### src/rtl/riscv_lsu.sv
`default_nettype none
// ============================================================================
// Module   : riscv_lsu
// Brief    : Load-store unit. Runs the req/gnt/rvalid data bus handshake,
//            forms byte enables and write data, and extends load data.
// Revision : 1.0 - initial release
// ============================================================================
module riscv_lsu #(
    parameter int BUS_TIMEOUT = 255
) (
    input  logic        clk_i,
    input  logic        rst_i,
    input  logic        lsu_req_i,
    input  logic        lsu_we_i,
    input  logic [2:0]  lsu_size_i,
    input  logic [31:0] lsu_addr_i,
    input  logic [31:0] lsu_data_i,
    output logic        lsu_stall_req_o,
    output logic [31:0] lsu_data_o,
    output logic        lsu_misalign_o,
    output logic        lsu_bus_err_o,
    output logic        data_req_o,
    output logic        data_we_o,
    output logic [3:0]  data_be_o,
    output logic [31:0] data_addr_o,
    output logic [31:0] data_wdata_o,
    input  logic        data_gnt_i,
    input  logic        data_rvalid_i,
    input  logic [31:0] data_rdata_i
);

    localparam int            CW        = $clog2(BUS_TIMEOUT + 2);
    localparam bit            c_TO_EN   = (BUS_TIMEOUT != 0);
    localparam logic [CW-1:0] c_TO_LAST = (BUS_TIMEOUT == 0) ? '0 : CW'(BUS_TIMEOUT - 1);

    localparam logic [2:0] c_SZ_B  = 3'd0;
    localparam logic [2:0] c_SZ_H  = 3'd1;
    localparam logic [2:0] c_SZ_W  = 3'd2;
    localparam logic [2:0] c_SZ_BU = 3'd4;
    localparam logic [2:0] c_SZ_HU = 3'd5;

    typedef enum logic [1:0] {
        S_IDLE = 2'd0,
        S_REQ  = 2'd1,
        S_WAIT = 2'd2,
        S_DONE = 2'd3
    } state_t;

    state_t        r_state;
    state_t        w_next;
    logic [CW-1:0] r_cnt;
    logic          r_we;
    logic [2:0]    r_size;
    logic [1:0]    r_off;
    logic          r_req;
    logic [3:0]    r_be;
    logic [31:0]   r_addr;
    logic [31:0]   r_wdata;
    logic [31:0]   r_ldata;
    logic          r_mis;
    logic          r_berr;

    logic          w_misalign;
    logic          w_timeout;
    logic          w_set_mis;
    logic          w_set_berr;
    logic [3:0]    w_be;
    logic [31:0]   w_wdata;
    logic [31:0]   w_ldata;
    logic [7:0]    w_byte;
    logic [15:0]   w_half;

    assign w_timeout = c_TO_EN && (r_cnt >= c_TO_LAST);

    // Alignment and size legality of the incoming request
    always_comb begin
        w_misalign = 1'b0;
        w_be       = 4'b1111;
        w_wdata    = lsu_data_i;
        case (lsu_size_i)
            c_SZ_B, c_SZ_BU: begin
                w_be    = 4'b0001 << lsu_addr_i[1:0];
                w_wdata = {4{lsu_data_i[7:0]}};
            end
            c_SZ_H, c_SZ_HU: begin
                w_misalign = lsu_addr_i[0];
                w_be       = lsu_addr_i[1] ? 4'b1100 : 4'b0011;
                w_wdata    = {2{lsu_data_i[15:0]}};
            end
            c_SZ_W: begin
                w_misalign = (lsu_addr_i[1:0] != 2'b00);
            end
            default: begin
                w_misalign = 1'b1;
            end
        endcase
    end

    always_comb begin
        w_byte  = data_rdata_i[{r_off, 3'b000} +: 8];
        w_half  = data_rdata_i[{r_off[1], 4'b0000} +: 16];
        w_ldata = data_rdata_i;
        case (r_size)
            c_SZ_B:  w_ldata = {{24{w_byte[7]}}, w_byte};
            c_SZ_BU: w_ldata = {24'b0, w_byte};
            c_SZ_H:  w_ldata = {{16{w_half[15]}}, w_half};
            c_SZ_HU: w_ldata = {16'b0, w_half};
            default: w_ldata = data_rdata_i;
        endcase
    end

    always_ff @(posedge clk_i) begin
        if (rst_i) begin
            r_state <= S_IDLE;
        end else begin
            r_state <= w_next;
        end
    end

    // A grant wins over a timeout that expires in the same cycle
    always_comb begin
        w_next     = r_state;
        w_set_mis  = 1'b0;
        w_set_berr = 1'b0;
        case (r_state)
            S_IDLE: begin
                if (lsu_req_i) begin
                    if (w_misalign) begin
                        w_next    = S_DONE;
                        w_set_mis = 1'b1;
                    end else begin
                        w_next = S_REQ;
                    end
                end
            end
            S_REQ: begin
                if (data_gnt_i) begin
                    w_next = r_we ? S_DONE : S_WAIT;
                end else if (w_timeout) begin
                    w_next     = S_DONE;
                    w_set_berr = 1'b1;
                end
            end
            S_WAIT: begin
                if (data_rvalid_i) begin
                    w_next = S_DONE;
                end else if (w_timeout) begin
                    w_next     = S_DONE;
                    w_set_berr = 1'b1;
                end
            end
            S_DONE: begin
                w_next = S_IDLE;
            end
            default: begin
                w_next = S_IDLE;
            end
        endcase
    end

    always_ff @(posedge clk_i) begin
        if (rst_i) begin
            r_cnt <= '0;
        end else if ((w_next != r_state) && ((w_next == S_REQ) || (w_next == S_WAIT))) begin
            r_cnt <= '0;
        end else if (((r_state == S_REQ) || (r_state == S_WAIT)) && (r_cnt != '1)) begin
            r_cnt <= r_cnt + 1'b1;
        end
    end

    always_ff @(posedge clk_i) begin
        if (rst_i) begin
            r_we    <= 1'b0;
            r_size  <= 3'd0;
            r_off   <= 2'd0;
            r_req   <= 1'b0;
            r_be    <= 4'd0;
            r_addr  <= 32'd0;
            r_wdata <= 32'd0;
            r_ldata <= 32'd0;
            r_mis   <= 1'b0;
            r_berr  <= 1'b0;
        end else begin
            r_mis  <= w_set_mis;
            r_berr <= w_set_berr;
            r_req  <= (w_next == S_REQ);
            if ((r_state == S_IDLE) && lsu_req_i) begin
                r_we    <= lsu_we_i;
                r_size  <= lsu_size_i;
                r_off   <= lsu_addr_i[1:0];
                r_be    <= w_be;
                r_addr  <= {lsu_addr_i[31:2], 2'b00};
                r_wdata <= w_wdata;
            end
            if ((r_state == S_WAIT) && data_rvalid_i) begin
                r_ldata <= w_ldata;
            end
        end
    end

    assign lsu_stall_req_o = lsu_req_i & (r_state != S_DONE);
    assign lsu_data_o      = r_ldata;
    assign lsu_misalign_o  = r_mis;
    assign lsu_bus_err_o   = r_berr;
    assign data_req_o      = r_req;
    assign data_we_o       = r_we;
    assign data_be_o       = r_be;
    assign data_addr_o     = r_addr;
    assign data_wdata_o    = r_wdata;

endmodule
`default_nettype wire

### config.mk
export PLATFORM = sky130hd
export DESIGN_NAME = riscv_lsu
export DESIGN_NICKNAME = d
export VERILOG_FILES = /design/src/rtl/riscv_lsu.sv
export SDC_FILE = /design/constraint.sdc
export NUM_CORES = 1
export LEC_CHECK = 0
export ABC_AREA = 1
export BUFFER_PORTS_ARGS = -buffer_cell sky130_fd_sc_hd__buf_2
export CAP_MARGIN = 20
export CORE_ASPECT_RATIO = 0.8
export CORE_MARGIN = 3
export CORE_UTILIZATION = 30
export CTS_BUF_LIST = sky130_fd_sc_hd__clkbuf_16
export DETAILED_ROUTE_END_ITERATION = 16
export GPL_ROUTABILITY_DRIVEN = 1
export SKIP_CTS_REPAIR_TIMING = 1
export SLEW_MARGIN = 15
export SYNTH_ARGS = -nofsm -noshare
export SYNTH_HDL_FRONTEND = slang
export SYNTH_SLANG_ARGS = --single-unit
export TNS_END_PERCENT = 20
### constraint.sdc
create_clock -name clk_i -period 5.06 [get_ports clk_i]
set_input_delay 0.506 -clock clk_i [delete_from_list [all_inputs] [get_ports clk_i]]
set_output_delay 0.506 -clock clk_i [all_outputs]
set_load 0.05 [all_outputs]
==> Word level (Yosys, flattened, before mapping) <==
Cells that the tools add are included.
{ "classes": {"n_reduce_logical": 14, "n_addsub": 1, "muxes": 17, "n_bitwise": 3, "order_cmp": 1, "n_eq_ne": 15, "n_shift": 3} }
{ "ops": {"columns": ["operator", "count"], "rows": [
  ["32-bit case mux with 4 select lines", 1],
  ["32-bit case mux with 2 select lines", 1],
  ["32-bit by 6-bit indexed part select with 16-bit output", 1],
  ["32-bit by 6-bit indexed part select with 8-bit output", 1],
  ["3-bit equality test (second input constant)", 4],
  ["2-bit 2-to-1 mux", 5],
  ["9-bit by 1-bit adder with 9-bit output (second input constant)", 1],
  ["9-bit by 8-bit greater-or-equal comparator with 1-bit output (second input constant)", 1],
  ["9-bit != test (second input constant)", 1],
  ["2-bit case mux with 4 select lines", 1],
  ["4-bit case mux with 2 select lines", 1],
  ["2-bit equality test (second input constant)", 3],
  ["3-bit by 1-bit equality test with 1-bit output (second input constant)", 2],
  ["3-bit logical NOT", 2],
  ["2-bit OR reduction", 3],
  ["1-bit 2-to-1 mux", 5],
  ["2-bit by 1-bit equality test with 1-bit output (second input constant)", 2],
  ["1-bit logical AND", 4],
  ["4-bit 2-to-1 mux", 1],
  ["1-bit by 2-bit left shift with 4-bit output (first input constant)", 1],
  ["3-bit by 2-bit equality test with 1-bit output (second input constant)", 1],
  ["1-bit case mux with 3 select lines", 1],
  ["3-bit OR reduction", 1],
  ["2-bit logical NOT", 1],
  ["7 further kinds", 9]
]} }
{ "word_totals": {"elab_cells": 66, "out_inout_bits": 105, "in_bits": 105, "ff_bits": 118} }

==> Logic depth before layout (Yosys ltp) <==
Gate-level depths: netlist of the first run.
{ "depth": {"depth_word": 10, "ltp_mapped": 15, "ltp_nobuf": 15} }

==> Worst setup path before layout of the first run <==
OpenSTA, ideal clock, no wires.
{ "synth_timing": {"path_type": "flip-flop to flip-flop", "from": "register r_state[0]", "to": "register r_cnt[1]", "stages_incl_launch_ff": 14, "period_less_slack_ns": 1.879, "path_slack_ns": 3.181, "arrival_ns": 1.761, "n_path_buf": 0, "cell_sequence": "dfxtp_1 -> inv_1 -> ha_1 -> nand2_1 -> nand2_1 -> a31oi_1 -> nand2_1 -> nand2_1 -> inv_1 -> ha_1 -> inv_1 -> nand2_1 -> nand2_2 -> nor2_1"} }
{ "synth_via": {"elab_chain_len": 7} }
{ "synth_lines": {"columns": ["item", "line", "source"], "rows": [
  ["from (decl)", "49", "state_t r_state;"],
  ["from (signal assigned)", "116", "r_state <= w_next;"],
  ["2-bit 2-to-1 mux", "139, 147", null],
  ["2-bit 2-to-1 mux (on tied branches)", "145, 137", null],
  ["2-bit case mux with 4 select lines (*)", "125", "case (r_state)"],
  ["named net w_next[0]", "50", "state_t w_next;"],
  ["2-bit by 1-bit equality test with 1-bit output / 2-bit equality test (equally long branches)", "164", "end else if ((w_next != r_state) && ((w_next == S_REQ) || (w_next == S_WAIT))) begin"],
  ["1-bit logical OR", "164", null],
  ["1-bit logical AND (*)", "164", null],
  ["2-bit OR reduction (no source line) (*)", null, null],
  ["to (signal assigned)", "167", "r_cnt <= r_cnt + 1'b1;"],
  ["to (decl)", "51", "logic [CW-1:0] r_cnt;"]
]} }
The timed path passes the listed nets; every way through them passes the cells marked *.
A chain may end at the register's enable or synchronous reset.

==> Final worst setup path of the first run <==
{ "layout_timing": {"from": "register r_state[0]", "to": "register r_ldata[10], in the netlist lsu_data_o[10]"} }
{ "layout_via": {"elab_chain_len": 2} }
{ "layout_lines": {"columns": ["item", "line", "source"], "rows": [
  ["2-bit equality test", "195", "if ((r_state == S_WAIT) && data_rvalid_i) begin"],
  ["1-bit logical AND", "195", null],
  ["to (signal assigned)", "196", "r_ldata <= w_ldata;"],
  ["to (decl)", "59", "logic [31:0] r_ldata;"]
]} }
Every way passes these cells.

==> results of run 1 <==
[sequential cells by signal, summed over array words and instances (netlist names)]
name            count
r_size              3
data_addr_o        30
r_state             2
lsu_misalign_o      1
r_off               2
r_cnt               9
lsu_data_o         32
data_be_o           4
data_wdata_o       32
data_req_o          1
data_we_o           1
lsu_bus_err_o       1
[layer usage]
| layer | up-vias | track usage | routed length [um] | part of all wire |
|---|---|---|---|---|
| li1 | 2761 | - | - | - |
| met3 | 26 | 0.0587 | 1410 | 0.084 |
| met1 | 2490 | 0.234 | 7770 | 0.46 |
| met5 | - | 0 | 0 | 0 |
| met4 | 0 | 0.0498 | 217 | 0.013 |
| met2 | 190 | 0.262 | 7480 | 0.44 |
[report_power, final]
group | internal (mW) | switching (mW)
sequential | 1.16 | 0.142
combinational | 0.482 | 1.46
clock | 0.765 | 0.448
total | 2.41 | 2.05
[Yosys cell counts (all sizes together)]
cell	instances	area [um^2]
inv	73	277
xnor2	2	17.5
dfxtp	118	2360
nand2	143	549
o21a	1	7.51
nor2	113	442
or2	1	6.26
o22ai	1	6.26
and3	1	6.26
o221ai	9	78.8
nand3	21	105
clkbuf	26	97.6
mux2i	3	30.0
nor3	2	10.0
clkinv	4	15.0
a22oi	11	82.6
o211ai	21	158
a22o	1	10.0
ha	9	113
o21ai	81	405
nand4	4	25.0
a31oi	7	50.1
a31o	3	26.3
conb	1	3.75
xor2	4	35.0
buf	13	82.6
a21oi	45	229
a211oi	3	22.5
a221oi	1	8.76
[worst reg2reg max path, delay by kind of cell, from the launching register on]
kind                     cells  cell delay, ps
adder cells (fa/ha/maj)      1             250
AO/OA/AOI/OAI                2             620
AND/OR/NAND/NOR              1             410
flip-flops                   1             370
buffers and inverters        3            1040
[kinds of logic (layout without fill, tap and decap cells)]
kind of cell	count (synthesis)	in the layout	synth area share
AO/OA/AOI/OAI	184	184	0.206
buffers and inverters	116	321	0.0897
adder cells (fa/ha/maj)	9	9	0.0214
other	1	2	0.000713
flip-flops	118	118	0.449
multiplexers	3	3	0.00571
AND/OR/NAND/NOR	285	285	0.217
XOR/XNOR	6	6	0.00999
[worst paths after layout]
kind,to,depth (start not counted),start
setup / recovery,lsu_data_o[10]$_SDFFE_PP0P_,7,r_state[0]$_SDFF_PP0_
hold / removal,data_addr_o[2]$_SDFFE_PP0P_,3,lsu_addr_i[2]
setup reg to reg,lsu_data_o[10]$_SDFFE_PP0P_,7,r_state[0]$_SDFF_PP0_
hold reg to reg,data_wdata_o[19]$_SDFFE_PP0P_,2,data_wdata_o[19]$_SDFFE_PP0P_
[cell type report]
cell class	count	area, um^2	area share
Inverter	77	292	0.0415
Timing Repair Buffer	212	1080	0.153
Sequential cell	118	2360	0.336
Multi-Input combinational cell	489	2430	0.346
Tap cell	220	275	0.0392
Clock inverter	15	161	0.0230
Clock buffer	17	425	0.0605
==> reports/qor.txt, run 1 <==
Most common cell on crit path: inv_1
Post-synthesis register bit count: 118
Dpl ws: 2270 ps
Final #Nets: 1029
CP Capture Type: flop
Slew headroom: 0.382
DR WL/cell: 14.7 um
Unrepaired setup endpoints after global routing: false
Peak supply drop: 239 uV
First-pass GRT wire length: 27200 um
Area Overhead vs Synth: 33.6%
Top Family by Delay on Critical Path: buffers and inverters
Worst Tran Pin Value: 921 ps
Worst Setup Slack, final: 2260 ps
Status: finished, final reports clean
Final worst path period share: 0.553
GR Overflow Total: 0
Worst skew pair latency: 420 ps
FF-to-FF setup slack: 2260 ps
Via Count: 5467
Most common cell after layout, fill and taps aside: buf_2
Worst Clk Skew: 9.61 ps
DRT antenna net count: 0
Sink Count: 118
Mapped Cells: 722
Crit path required time: 5380 ps
Drc violations: 0
CP Cell Sequence: inv_1, ha_1, nand2_1, clkinv_1, o21ai_0, a31o_2, inv_1
# rows: 42
Post-DP HPWL: 12200 um
PortBufs: 207
Fillers: 1801
Initial antenna violation count: 0
Sequential-to-total area share from yosys stat: 0.449
Post-Synthesis Cell Area: 5260 um^2
Overall Power: 4.46 mW
CP peak stage delay: 880 ps
Pre-antenna DRT Iters: 5
Post-route cell area: 7030 um^2
CTS tree: done
Final cell count without fillers: 1148
Syn avg cell area: 7.29 um^2
Diode count: 0
CP Class: reg2reg
Synth warn: 0
Post-layout util: 0.417
Core box area: 16900 um^2
HP Class: in2reg
Max Fclk: 358 MHz
Minimum hold slack: 341 ps
Final Routed Wirelength: 16900 um
Initial core utilization: 0.312
Largest net degree at the start of global routing: 66
Drt via density: 4.76
GRT Util Overall: 0.173
Maxcap violations: 0
Vias in the first global route: 5217
WP data arrival: 3110 ps
Routability cong.: 0.840
Total CTS buffers: 17
Clock slew at reported path FFs: 60 ps
Die Footprint: 19200 um^2
Final Hold Fails: 0
Pwr/cell area: 635 nW/um^2
CP Buf/Inv Count: 3
Final TNS setup: 0 ps
Netlist cell types: 41
Leakage: 3.51 nW
CP max stage cell: clkinv_1
Area after DPL: 6430 um^2
Final Critical Period: 2800 ps
Die Width: 154 um
Root Buffer: clkbuf_16
Fraction of layout cells with a size suffix above 1: 0.280
Most frequent cells in the layout: 207 x buf_2, 139 x nand2_1, 118 x dfxtp_1, 108 x nor2_1, 76 x o21ai_0
IO Pins: 210
Placed insts: 1115
Die H: 124 um
Worst-path maximum fanout: 36
Fin. max-slew vios: 0
H-tree Lvls: 4
Endpoints failing setup: 0
CTS Buffer Depth: 2
Iter 0 DRT Violations: 270
Critical Path Source Type: flop
Power figures use the tool's default switching activity.
==> inputs of run 2 (changes only) <==
--- a/config.mk
+++ b/config.mk
@@ -5,7 +5,7 @@
 export SDC_FILE = /design/constraint.sdc
 export NUM_CORES = 1
 export LEC_CHECK = 0
-export ABC_AREA = 1
+export ABC_AREA = 0
 export BUFFER_PORTS_ARGS = -buffer_cell sky130_fd_sc_hd__buf_2
 export CAP_MARGIN = 20
 export CORE_ASPECT_RATIO = 0.8
==> constraint.sdc (replaced) <==
create_clock -name clk_i -period 2.32 [get_ports clk_i]
set_input_delay 0.232 -clock clk_i [delete_from_list [all_inputs] [get_ports clk_i]]
set_output_delay 0.232 -clock clk_i [all_outputs]
set_load 0.05 [all_outputs]
==> run 2 against run 1 <==
Against the previous run: the run now ends with negative setup slack left; cell count decreased by 2.2%; final area increased by 7.6%; via count increased by 1.6%; core utilization increased by 2.9 points.
==> reports/qor.txt, run 2 <==
CP Capture Type: flop
First-pass GRT wire length: 27700 um
Mapped Cells: 665
Post-route cell area: 7560 um^2
Crit path required time: 2600 ps
Area Overhead vs Synth: 41.9%
# rows: 42
Critical Path Source Type: flop
PortBufs: 207
Reg-to-Reg End: r_cnt[4]$_SDFFE_PP0P_
Worst skew pair latency: 420 ps
Fraction of layout cells with a size suffix above 1: 0.363
CTS Buffer Depth: 2
Complex-gate fraction of the synthesized area: 0.189
CP Class: reg2reg
Worst Tran Pin Value: 703 ps
DR WL/cell: 15.9 um
Worst-path maximum fanout: 5
P_sw: 4.08 mW
Pwr/cell area: 1270 nW/um^2
Endpoints failing setup: 9
Most frequent cells in the layout: 206 x buf_2, 159 x nand2_1, 115 x dfxtp_1, 69 x nor2_1, 66 x a21oi_1
Slew headroom: 0.526
Root Buffer: clkbuf_16
Sink Count: 118
WP data arrival: 3010 ps
Largest net degree at the start of global routing: 48
Sequential-to-total area share from yosys stat: 0.443
Post-DP HPWL: 12900 um
Total CTS buffers: 17
Status: finished with violations
DRT antenna net count: 0
Diode count: 0
Simple-gate share of the synthesized area: 0.245
Area after DPL: 6850 um^2
Final worst path period share: 1.18
Synth Flop Type: dfxtp_1
Final #Nets: 1004
FF-to-FF setup slack: -410 ps
Drt via density: 4.95
GRT Util Overall: 0.177
Netlist cell types: 51
Max Fclk: 367 MHz
IO Pins: 210
Core box area: 17000 um^2
Adder-cell share of the synthesized area: 0.0211
Fillers: 1709
Post-synthesis register bit count: 118
Fin. max-slew vios: 0
Routability cong.: 0.854
Drc violations: 0
Final Routed Wirelength: 17800 um
GR Overflow Total: 0
Synth warn: 0
Die Footprint: 19400 um^2
Flop pwr share: 0.275
Reg2Reg Depth: 12
Asr flop ratio synth: 0
CTS tree: done
Die H: 125 um
Clock slew at reported path FFs: 60 ps
Syn avg cell area: 8.01 um^2
Unrepaired setup endpoints after global routing: true
Comb power frac: 0.434
Final Hold Fails: 0
Iter 0 DRT Violations: 343
RR Startpoint: r_state[0]$_SDFF_PP0_
Worst Clk Skew: 5.78 ps
Pre-antenna DRT Iters: 5
Synth cell count leaders: 160 x nand2_1, 118 x dfxtp_1, 69 x nor2_1
Most common cell after layout, fill and taps aside: buf_2
Worst Setup Slack, final: -407 ps
Top-area cell type share of the netlist area: 0.443
Leading area contributor after synthesis: dfxtp_1
Initial antenna violation count: 1
CP Capture Point: r_cnt[4]$_SDFFE_PP0P_
Number of synthesized flops with an enable pin: 0
Post-synthesis mux area share: 0.0423
Peak supply drop: 470 uV
Overall Power: 9.57 mW
Via Count: 5557
Post-Synthesis Cell Area: 5330 um^2
CP startpoint: r_state[0]$_SDFF_PP0_
Pint: 5.49 mW
Largest family of logic cells by synthesized area: simple AND/OR/NAND/NOR gates
Switching share of power: 0.426
Ranking of synthesized cells by area: dfxtp_1 44%, nand2_1 11%, a21oi_1 6.3%, nor2_1 4.9%, mux2i_1 3.4%
Clock network fraction of design power: 0.290
Vias in the first global route: 5263
Final Critical Period: 2730 ps
H-tree Lvls: 4
Maxcap violations: 0
Most common cell in the netlist: nand2_1
Leakage: 3.33 nW
Failing checks: negative setup slack
Initial core utilization: 0.314
HP Class: in2reg
Die Width: 155 um
Post-Synth XOR/XNOR Area: 0.0115
-- run 2: worst min path at each step --
| stage | from | endpoint | cells past startpoint |
|---|---|---|---|
| floorplan | lsu_addr_i[0] | r_off[0]$_SDFFE_PP0P_ | 2 |
| global placement | data_addr_o[13]$_SDFFE_PP0P_ | data_addr_o[13]$_SDFFE_PP0P_ | 2 |
| detailed placement | data_addr_o[12]$_SDFFE_PP0P_ | data_addr_o[12]$_SDFFE_PP0P_ | 2 |
| CTS | lsu_addr_i[24] | data_addr_o[24]$_SDFFE_PP0P_ | 3 |
| global route | lsu_addr_i[31] | data_addr_o[31]$_SDFFE_PP0P_ | 3 |
| finish | lsu_addr_i[25] | data_addr_o[25]$_SDFFE_PP0P_ | 3 |
-- run 2: logic make-up after synthesis --
| logic type | after synthesis |
|---|---|
| flip-flops | 118 |
| AO/OA/AOI/OAI | 151 |
| XOR/XNOR | 7 |
| adder cells (fa/ha/maj) | 9 |
| other | 1 |
| AND/OR/NAND/NOR | 302 |
| multiplexers | 21 |
| buffers and inverters | 56 |
-- run 2: worst max-delay path, cell delays in order, from the launching register on --
cell and delay [ps]:
dfxtp_2 360, inv_4 60, ha_4 150, and2_4 140, a311oi_4 210, a21oi_1 100
nor2_1 130, a21oi_1 60, ha_1 340, or3_4 380, or3_4 400, o2111ai_4 170
nor3_2 80
-- run 2: metal layers --
| layer | routed length, um | vias to the layer above | global-route usage | share of wire |
|---|---|---|---|---|
| li1 | - | 2750 | - | - |
| met1 | 7670 | 2520 | 0.230 | 0.43 |
| met2 | 7780 | 249 | 0.263 | 0.44 |
| met3 | 1890 | 36 | 0.0725 | 0.11 |
| met4 | 468 | 2 | 0.0701 | 0.026 |
| met5 | 13 | - | 0 | 0.00073 |
-- run 2: cell type report --
| class | instances | area, um^2 | share of cell area |
|---|---|---|---|
| multi-input combinational | 493 | 2850 | 0.377 |
| sequential | 118 | 2370 | 0.313 |
| timing repair buffer | 253 | 1420 | 0.188 |
| clock buffer | 17 | 425 | 0.0563 |
| tap | 220 | 275 | 0.0364 |
| clock inverter | 15 | 193 | 0.0255 |
| inverter | 7 | 28.8 | 0.00381 |
-- run 2: power groups by stage --
stage          clock network, mW  registers, mW  logic [mW]
3_5_place_dp                   0           2.66        4.03
3_3_place_gp                   0           2.66        4.02
2_1_floorplan                  0           3.81        1.64
6_report                    2.78           2.64        4.15
5_1_grt                     2.93           2.68        4.49
4_1_cts                     2.84           2.63        4.04
-- run 2: stage by stage --
step / setup TNS, ps / worst slack, ps / hold WS, ps / std cells / util
2_1_floorplan: -5520 / -613 / 368 / 666 / -
3_3_place_gp: -3470 / -389 / 440 / 1090 / 0.404
3_5_place_dp: -3710 / -419 / 443 / 1090 / 0.404
4_1_cts: -3840 / -435 / 26.9 / 1122 / 0.440
5_1_grt: -4490 / -538 / 37.7 / 1123 / 0.445
6_report: -3500 / -407 / 48.6 / 1123 / 0.445
==> inputs of run 3 (changes only) <==
--- a/config.mk
+++ b/config.mk
@@ -6,13 +6,13 @@
 export NUM_CORES = 1
 export LEC_CHECK = 0
 export ABC_AREA = 0
-export BUFFER_PORTS_ARGS = -buffer_cell sky130_fd_sc_hd__buf_2
 export CAP_MARGIN = 20
 export CORE_ASPECT_RATIO = 0.8
 export CORE_MARGIN = 3
 export CORE_UTILIZATION = 30
 export CTS_BUF_LIST = sky130_fd_sc_hd__clkbuf_16
 export DETAILED_ROUTE_END_ITERATION = 16
+export DONT_BUFFER_PORTS = 1
 export GPL_ROUTABILITY_DRIVEN = 1
 export SKIP_CTS_REPAIR_TIMING = 1
 export SLEW_MARGIN = 15
==> constraint.sdc (replaced) <==
create_clock -name clk_i -period 2.32 [get_ports clk_i]
set_input_delay 0.232 -clock clk_i [delete_from_list [all_inputs] [get_ports clk_i]]
set_output_delay 0.232 -clock clk_i [all_outputs]
set_load 0.005 [all_outputs]
==> run 3 against run 2 <==
Against the previous run: the run ends with negative hold slack, negative setup slack left; register-to-register slack improved by 20 ps; routed wire length up 1.9%; combinational power is 33% lower; total power down 14%; highest routed layer is now met4; clock skew increased by 1.6 ps; cell count decreased by 13%; critical path type unchanged.
==> reports/qor.txt, run 3 (same netlist as run 2, synthesis figures left out) <==
Status: finished with violations
Failing checks: negative hold slack, negative setup slack
CP startpoint: r_state[0]$_SDFF_PP0_
Slew headroom: 0.475
CP peak stage delay: 400 ps
Total CTS buffers: 17
RR Startpoint: r_state[0]$_SDFF_PP0_
Final worst path period share: 1.17
CTS tree: done
Final Critical Period: 2710 ps
Largest net degree at the start of global routing: 111
Routability cong.: 0.858
GRT Util Overall: 0.168
Leakage: 2.67 nW
Die H: 125 um
CP Class: reg2reg
IO Pins: 210
Most frequent cells in the layout: 159 x nand2_1, 116 x dfxtp_1, 72 x dlygate4sd3_1, 69 x nor2_1, 65 x a21oi_1
Initial antenna violation count: 0
FF-to-FF setup slack: -390 ps
Worst skew pair latency: 420 ps
Drt via density: 5.15
Top Family by Delay on Critical Path: simple AND/OR/NAND/NOR gates
Max Fclk: 369 MHz
CP Capture Type: flop
Fraction of layout cells with a size suffix above 1: 0.151
Clock slew at reported path FFs: 60 ps
Worst Hold End: data_be_o[3]$_SDFFE_PP0P_
CP Cell Sequence: inv_4, ha_4, and2_4, a311oi_4, a21oi_1, nor2_1, a21oi_2, ha_4, or3_4, or3_4, o2111ai_4, buf_12, nor3_2
Fin. max-slew vios: 0
Unrepaired setup endpoints after global routing: true
Minimum hold slack: -13.7 ps
Reg2Reg Depth: 13
Final cell count without fillers: 982
Final Hold Fails: 4
Pre-antenna DRT Iters: 5
Drc violations: 0
Final TNS setup: -3050 ps
CP max stage cell: or3_4
Fillers: 1685
Most common cell after layout, fill and taps aside: nand2_1
GR Overflow Total: 0
Critical Path Source Type: flop
Worst Tran Pin Value: 779 ps
PortBufs: 0
Crit path required time: 2620 ps
Worst-path maximum fanout: 4
Maxcap violations: 0
Via Count: 5056
Area Overhead vs Synth: 35.2%
Diode count: 0
Sink Count: 118
CP Buf/Inv Count: 2
Die Footprint: 19400 um^2
HP Class: in2reg
Pwr/cell area: 1140 nW/um^2
Hold path depth: 2
Placed insts: 873
WP data arrival: 3010 ps
Final Routed Wirelength: 18200 um
Post-DP HPWL: 11700 um
Endpoints failing setup: 9
CTS Buffer Depth: 2
Reg-to-Reg End: r_cnt[1]$_SDFFE_PP0P_
Hold Crit Start: lsu_addr_i[1]
Vias in the first global route: 4489
Worst Clk Skew: 7.40 ps
DRT antenna net count: 0
Core box area: 17000 um^2
# rows: 42
Peak supply drop: 474 uV
Iter 0 DRT Violations: 325
Initial core utilization: 0.314
H-tree Lvls: 4
First-pass GRT wire length: 25600 um
Worst Setup Slack, final: -390 ps
Root Buffer: clkbuf_16
DR WL/cell: 18.5 um
Final #Nets: 863
Die Width: 155 um
-- run 3: changes by cell type in the layout (fill, tap and decap cells not counted), moves of 2 or more --
cell	previous run	this run
ha_4	2	4
buf_4	44	35
buf_2	206	0
clkinv_2	0	3
inv_6	6	3
dlygate4sd3_1	0	72
-- run 3: layout make-up --
| cell class | instances | area [um^2] | share of cell area |
|---|---|---|---|
| flip-flops and latches | 118 | 2370 | 0.329 |
| inverters | 7 | 31.3 | 0.00434 |
| multi-input cells | 493 | 2870 | 0.398 |
| clock inverters | 15 | 155 | 0.0215 |
| clock buffers | 17 | 425 | 0.0590 |
| well taps | 220 | 275 | 0.0382 |
| repair buffers | 112 | 1080 | 0.150 |
-- run 3: metrics by stage --
step	total power, mW	setup slack (ps)	util	cell area (um^2)
floorplan	4.32	-613	-	5380
global placement	5.08	-402	0.337	5730
detailed placement	5.11	-454	0.337	5730
CTS	7.77	-477	0.372	6310
global route	8.68	-465	0.424	7200
finish	8.19	-390	0.424	7200
-- run 3: worst max path at each step --
stage | endpoint | depth (start not counted)
global placement | r_cnt[2]$_SDFFE_PP0P_ | 11
global route | r_cnt[7]$_SDFFE_PP0P_ | 14
detailed placement | r_cnt[3]$_SDFFE_PP0P_ | 11
floorplan | r_cnt[0]$_SDFFE_PP0P_ | 13
CTS | r_cnt[3]$_SDFFE_PP0P_ | 11
finish | r_cnt[1]$_SDFFE_PP0P_ | 13
-- run 3: where the power goes --
group          total (mW)  switching [mW]  internal, mW  leakage [nW]
Clock                2.63            1.05          1.59         0.281
Combinational        2.79            1.48          1.31          1.42
Sequential           2.77           0.347          2.42         0.967
-- run 3: worst register-to-register path: stages, from the launching register on --
cell,delay (ps)
dfxtp_2,360
inv_4,60
ha_4,150
and2_4,140
a311oi_4,220
a21oi_1,100
nor2_1,170
a21oi_2,70
ha_4,250
or3_4,360
or3_4,400
o2111ai_4,130
buf_12,150
nor3_2,30
-- run 3: routing by layer --
layer | vias to the layer above | wire, um | track usage
met2 | 233 | 8460 | 0.263
li1 | 2455 | - | -
met5 | - | 0 | 0
met1 | 2344 | 7330 | 0.197
met4 | 0 | 329 | 0.0628
met3 | 24 | 2050 | 0.0870
